===== src/rtl/fifo_uart_pkg.sv =====
// Shared types and constants for the FIFO-to-UART drain block.
package fifo_uart_pkg;

    localparam int DATA_W_DEFAULT = 8;
    localparam int FRAME_BITS     = 10;   // start + 8 data + stop

    typedef enum logic [2:0] {
        IDLE,
        REQ,
        WAIT,
        START,
        DATA,
        STOP
    } state_t;

endpackage


===== src/rtl/uart_baud_tick.sv =====
// Bit-period timer: counts CLKS_PER_BIT cycles and flags the last (tick) and
// second-to-last (pre_tick) cycle of each bit period.
module uart_baud_tick #(
    parameter int CLKS_PER_BIT = 16
) (
    input  logic CLK,
    input  logic RST,
    input  logic clr,
    output logic tick,
    output logic pre_tick
);
    localparam int CW = $clog2(CLKS_PER_BIT);

    logic [CW-1:0] cnt;

    always_ff @(posedge CLK or posedge RST) begin
        // NOTE: sequential state uses non-blocking assignments so every flop samples pre-edge values.
        if (RST) begin
            cnt <= '0;
        end else if (clr || tick) begin
            cnt <= '0;
        end else begin
            cnt <= cnt + 1'b1;
        end
    end

    assign tick     = (cnt == CW'(CLKS_PER_BIT - 1));
    assign pre_tick = (cnt == CW'(CLKS_PER_BIT - 2));

endmodule


===== src/rtl/fifo_uart_drain.sv =====
// Pops bytes from a FIFO and serializes each one as an 8N1 UART frame on TxD.
// Outputs are registered from next-state values so they align with the state.
module fifo_uart_drain
    import fifo_uart_pkg::*;
#(
    parameter int DATA_W       = DATA_W_DEFAULT,
    parameter int CLKS_PER_BIT = 16,
    parameter int READ_LATENCY = 1
) (
    input  logic              CLK,
    input  logic              RST,
    input  logic              Enable,
    input  logic              Empty,
    input  logic [DATA_W-1:0] ReadData,
    output logic              REN,
    output logic              TxD,
    output logic              Busy,
    output logic              ByteDone
);
    localparam int BW = $clog2(DATA_W);

    state_t            state, state_n;
    logic [DATA_W-1:0] shreg, shreg_n;
    logic [BW-1:0]     bit_cnt, bit_cnt_n;
    logic [1:0]        wait_cnt;
    logic              tick, pre_tick, baud_clr, can_start, wait_last, txd_n;

    assign can_start = Enable && !Empty;
    assign wait_last = (wait_cnt == 2'(READ_LATENCY - 1));
    assign baud_clr  = !(state inside {START, DATA, STOP});

    uart_baud_tick #(.CLKS_PER_BIT(CLKS_PER_BIT)) u_baud (
        .CLK      (CLK),
        .RST      (RST),
        .clr      (baud_clr),
        .tick     (tick),
        .pre_tick (pre_tick)
    );

    always_comb begin
        // NOTE: every signal gets a default first; a path that skips an assignment would infer a latch.
        state_n   = state;
        shreg_n   = shreg;
        bit_cnt_n = bit_cnt;
        case (state)
            IDLE:  if (can_start) state_n = REQ;
            REQ:   state_n = WAIT;
            WAIT:  if (wait_last) begin
                       shreg_n = ReadData;   // the only cycle ReadData is looked at
                       state_n = START;
                   end
            START: if (tick) begin
                       bit_cnt_n = '0;
                       state_n   = DATA;
                   end
            DATA:  if (tick) begin
                       shreg_n = shreg >> 1;
                       if (bit_cnt == BW'(DATA_W - 1)) state_n = STOP;
                       else bit_cnt_n = bit_cnt + 1'b1;
                   end
            STOP:  if (tick) state_n = can_start ? REQ : IDLE;
            default: state_n = IDLE;
        endcase

        txd_n = 1'b1;
        if (state_n == START)     txd_n = 1'b0;
        else if (state_n == DATA) txd_n = shreg_n[0];
    end

    always_ff @(posedge CLK or posedge RST) begin
        if (RST) begin
            state    <= IDLE;
            shreg    <= '0;
            bit_cnt  <= '0;
            wait_cnt <= '0;
            TxD      <= 1'b1;
            REN      <= 1'b0;
            Busy     <= 1'b0;
            ByteDone <= 1'b0;
        end else begin
            state    <= state_n;
            shreg    <= shreg_n;
            bit_cnt  <= bit_cnt_n;
            wait_cnt <= (state == WAIT) ? wait_cnt + 2'd1 : 2'd0;
            TxD      <= txd_n;
            REN      <= (state_n == REQ);
            Busy     <= (state_n != IDLE);
            // Set one cycle early so the registered pulse lands on the last stop-bit cycle.
            ByteDone <= (state == STOP) && pre_tick;
        end
    end

endmodule

===== config.mk =====
export PLATFORM = sky130hd
export DESIGN_NAME = fifo_uart_drain
export DESIGN_NICKNAME = d
export VERILOG_FILES = /design/src/rtl/fifo_uart_pkg.sv /design/src/rtl/uart_baud_tick.sv /design/src/rtl/fifo_uart_drain.sv
export SDC_FILE = /design/constraint.sdc
export NUM_CORES = 1
export LEC_CHECK = 0
export BUFFER_PORTS_ARGS = -buffer_cell sky130_fd_sc_hd__buf_4
export CORE_UTILIZATION = 54
export CTS_CLUSTER_SIZE = 24
export DETAILED_ROUTE_END_ITERATION = 8
export GPL_TIMING_DRIVEN = 0
export PLACE_DENSITY = 0.75
export SYNTH_ARGS = -nofsm -noshare
export SYNTH_HDL_FRONTEND = slang
export SYNTH_SLANG_ARGS = --single-unit

===== constraint.sdc =====
create_clock -name CLK -period 2.5 [get_ports CLK]
set_input_delay 0.5 -clock CLK [delete_from_list [all_inputs] [get_ports CLK]]
set_output_delay 0.5 -clock CLK [all_outputs]
set_load 0.01 [all_outputs]

==> metrics <==
initial DRC count 11; top cells by count, synth dfrtp_1, nand2_1, inv_1; Critical path buffers and inverters 1; DP Wirelength 1350 um; R2R Setup Slk 540 ps; CP Class reg -> reg; maximum VDD drop 0.639 mV; pin count of the biggest net entering global routing 25; Sink Count 24; endpoints failing setup 0; met3 Use GR 3.40%; Final Critical Period 1960 ps; grt met2 use 25.5%; RSZ-0062 raised after global routing no; worst path cell trace ha_1, and4_1, a22o_1, nor4_2, inv_1, or3_1; clock skew 1.29 ps; Critical Path Start Type register; Total Nets Final 143; post-cts resize count 0; Synth Flop Type dfrtp_1; Worst setup EP type register; Register-to-Register Path Depth 6; # Post-CTS Setup Buffers 0; Final WS setup 542 ps; GRT Overall Usage 18.2%; top-count cell post-synth dfrtp_1; Synth area leaders dfrtp_1, ha_1, nand2_1; sequential share of power 49.5%; drc violations 0; Tightest Pin Transition 847 ps; final worst-path cycle share 78.3%; # rows 16; Comb pwr share 34.2%; global-route wire length before repair 2770 um; clk root buf clkbuf_4; max-cap viol count 0; crit path max fanout 4; final WL 1810 um; ant diodes 0; share of cells above drive strength 1 21.6%; Final Hold Violating Endpoints 0; Place WS 560 ps; count of buffers from port buffering 15; worst r2r src u_baud.cnt[0]$_DFF_PP0_; switching part of the total 35.7%; Crit-path slowest cell dfrtp_1; Filler Cells Inserted 175; total power 1.23 mW; sequential area share after synthesis 53.5%; Critical Path Max Stage Delay 430 ps; CTS tree yes; Die Span X 47.6 um; pwr dens 944 nW/um^2; clock share of power 16.3%; die height 47.6 um; DRT antenna net count 0; area fraction of the dominant cell type after synthesis 51.2%; Synth async-reset ratio 100%; end of the worst register-to-register path Busy$_DFF_PP0_; Distinct cells, synth 37; Slew Limit Fails 0; initial core utilization 57.3%; Fmax 511 MHz; antenna violations before repair 0; Syn Inst Count 106; LEAKAGE 0.634 nW; P&R area growth vs syn 16.2%; Initial DRT Pass Iterations 4; status completed; number of buffers created by CTS 3; clock-pin slew on the worst setup and hold paths 120 ps; P_sw 0.440 mW; Die Area 2270 sq um; Most Crowded Layer GR met1; # H-tree levels 1; Syn Area/Cell 10.6 sq um; Synth Net Count 123; Clock Latency Late Sink 310 ps; CP Data Required Time 2710 ps; gpl congestion 0.839; Via Count 814; # hold bufs at CTS 0; grt ovf 0; Internal 0.794 mW; Mapped Area 1120 sq um; Clock Tree Buf Depth 2; Hold WC Path Type in -> async; Ports 16; TNS Setup 0 ps; core area 1960 sq um; Avg WL per Cell 11.9 um; number of synthesized flops with an enable pin 0; cell depth of the worst setup path 6; GRT met1 Usage 26.0%; CP delay by family, top simple AND/OR/NAND/NOR gates; most area-hungry cell type in the Yosys netlist dfrtp_1; Vias/cell 5.36; WP data arrival 2170 ps; max_slew headroom 43.5%; register bit count reported by yosys 24; vias in the first global route 652; Ys Warns 0
## layout make-up
type / count / area [sq um] / area share [%]
repair buffers: 15 / 113 / 8.61
clock buffers: 4 / 36.3 / 2.78
plain buffers: 3 / 15.0 / 1.15
flip-flops and latches: 24 / 602 / 46.0
multi-input cells: 72 / 482 / 36.8
well taps: 27 / 33.8 / 2.58
inverters: 7 / 26.3 / 2.01
## metrics by stage
step | instances | area (sq um) | util, % | hold slack [ps]
6_report | 152 | 1310 | 66.6 | 344
5_1_grt | 152 | 1310 | 66.6 | 398
4_1_cts | 152 | 1310 | 66.6 | 374
3_5_place_dp | 148 | 1270 | 64.8 | 426
3_3_place_gp | 148 | 1270 | 64.8 | 417
2_1_floorplan | 106 | 1120 | - | 408
## placed cells by master (no fill, tap or decap), types with 2 or more instances in the layout
cell,count
nor3b_1,2
inv_1,7
buf_4,15
clkbuf_4,3
a22o_1,3
buf_2,3
nand3_1,3
and2_1,2
nor3_1,2
nand2_1,16
a22oi_1,6
nand2b_1,4
dfrtp_1,23
nor2_1,6
ha_1,5
## logic make-up after synthesis
kind of cell             share of synthesized area [%]
XOR/XNOR                                          1.56
adder cells (fa/ha/maj)                           5.56
multiplexers                                      1.89
buffers and inverters                             3.67
AO/OA/AOI/OAI                                     11.3
flip-flops                                        53.5
AND/OR/NAND/NOR                                   22.5
## power by group through the flow
stage	Combinational [mW]	Clock, mW	Sequential, mW
final	0.422	0.201	0.611
after global routing	0.489	0.220	0.632
after CTS	0.428	0.206	0.611
after detailed placement	0.427	0	0.620
after global placement	0.411	0	0.614
after floorplan	0.325	0	0.603
## sequential cells by signal, indices dropped and copies added (netlist names)
register	flops
wait_cnt	2
REN	1
bit_cnt	3
shreg	8
ByteDone	1
Busy	1
state	3
u_baud.cnt	4
TxD	1
## metal layers
metal,routed length [um],vias up
met4,46,0
met5,0,-
met3,51,5
met1,919,383
li1,-,411
met2,791,15
## worst max path at each step
stage                       startpoint        endpoint  slack (ps)
2_1_floorplan  u_baud.cnt[0]$_DFF_PP0_  Busy$_DFF_PP0_         690
3_3_place_gp   u_baud.cnt[0]$_DFF_PP0_  Busy$_DFF_PP0_         570
3_5_place_dp   u_baud.cnt[0]$_DFF_PP0_  Busy$_DFF_PP0_         560
4_1_cts        u_baud.cnt[0]$_DFF_PP0_  Busy$_DFF_PP0_         540
5_1_grt        u_baud.cnt[0]$_DFF_PP0_  Busy$_DFF_PP0_         460
6_report       u_baud.cnt[0]$_DFF_PP0_  Busy$_DFF_PP0_         540
(Power assumes the default switching activity.)
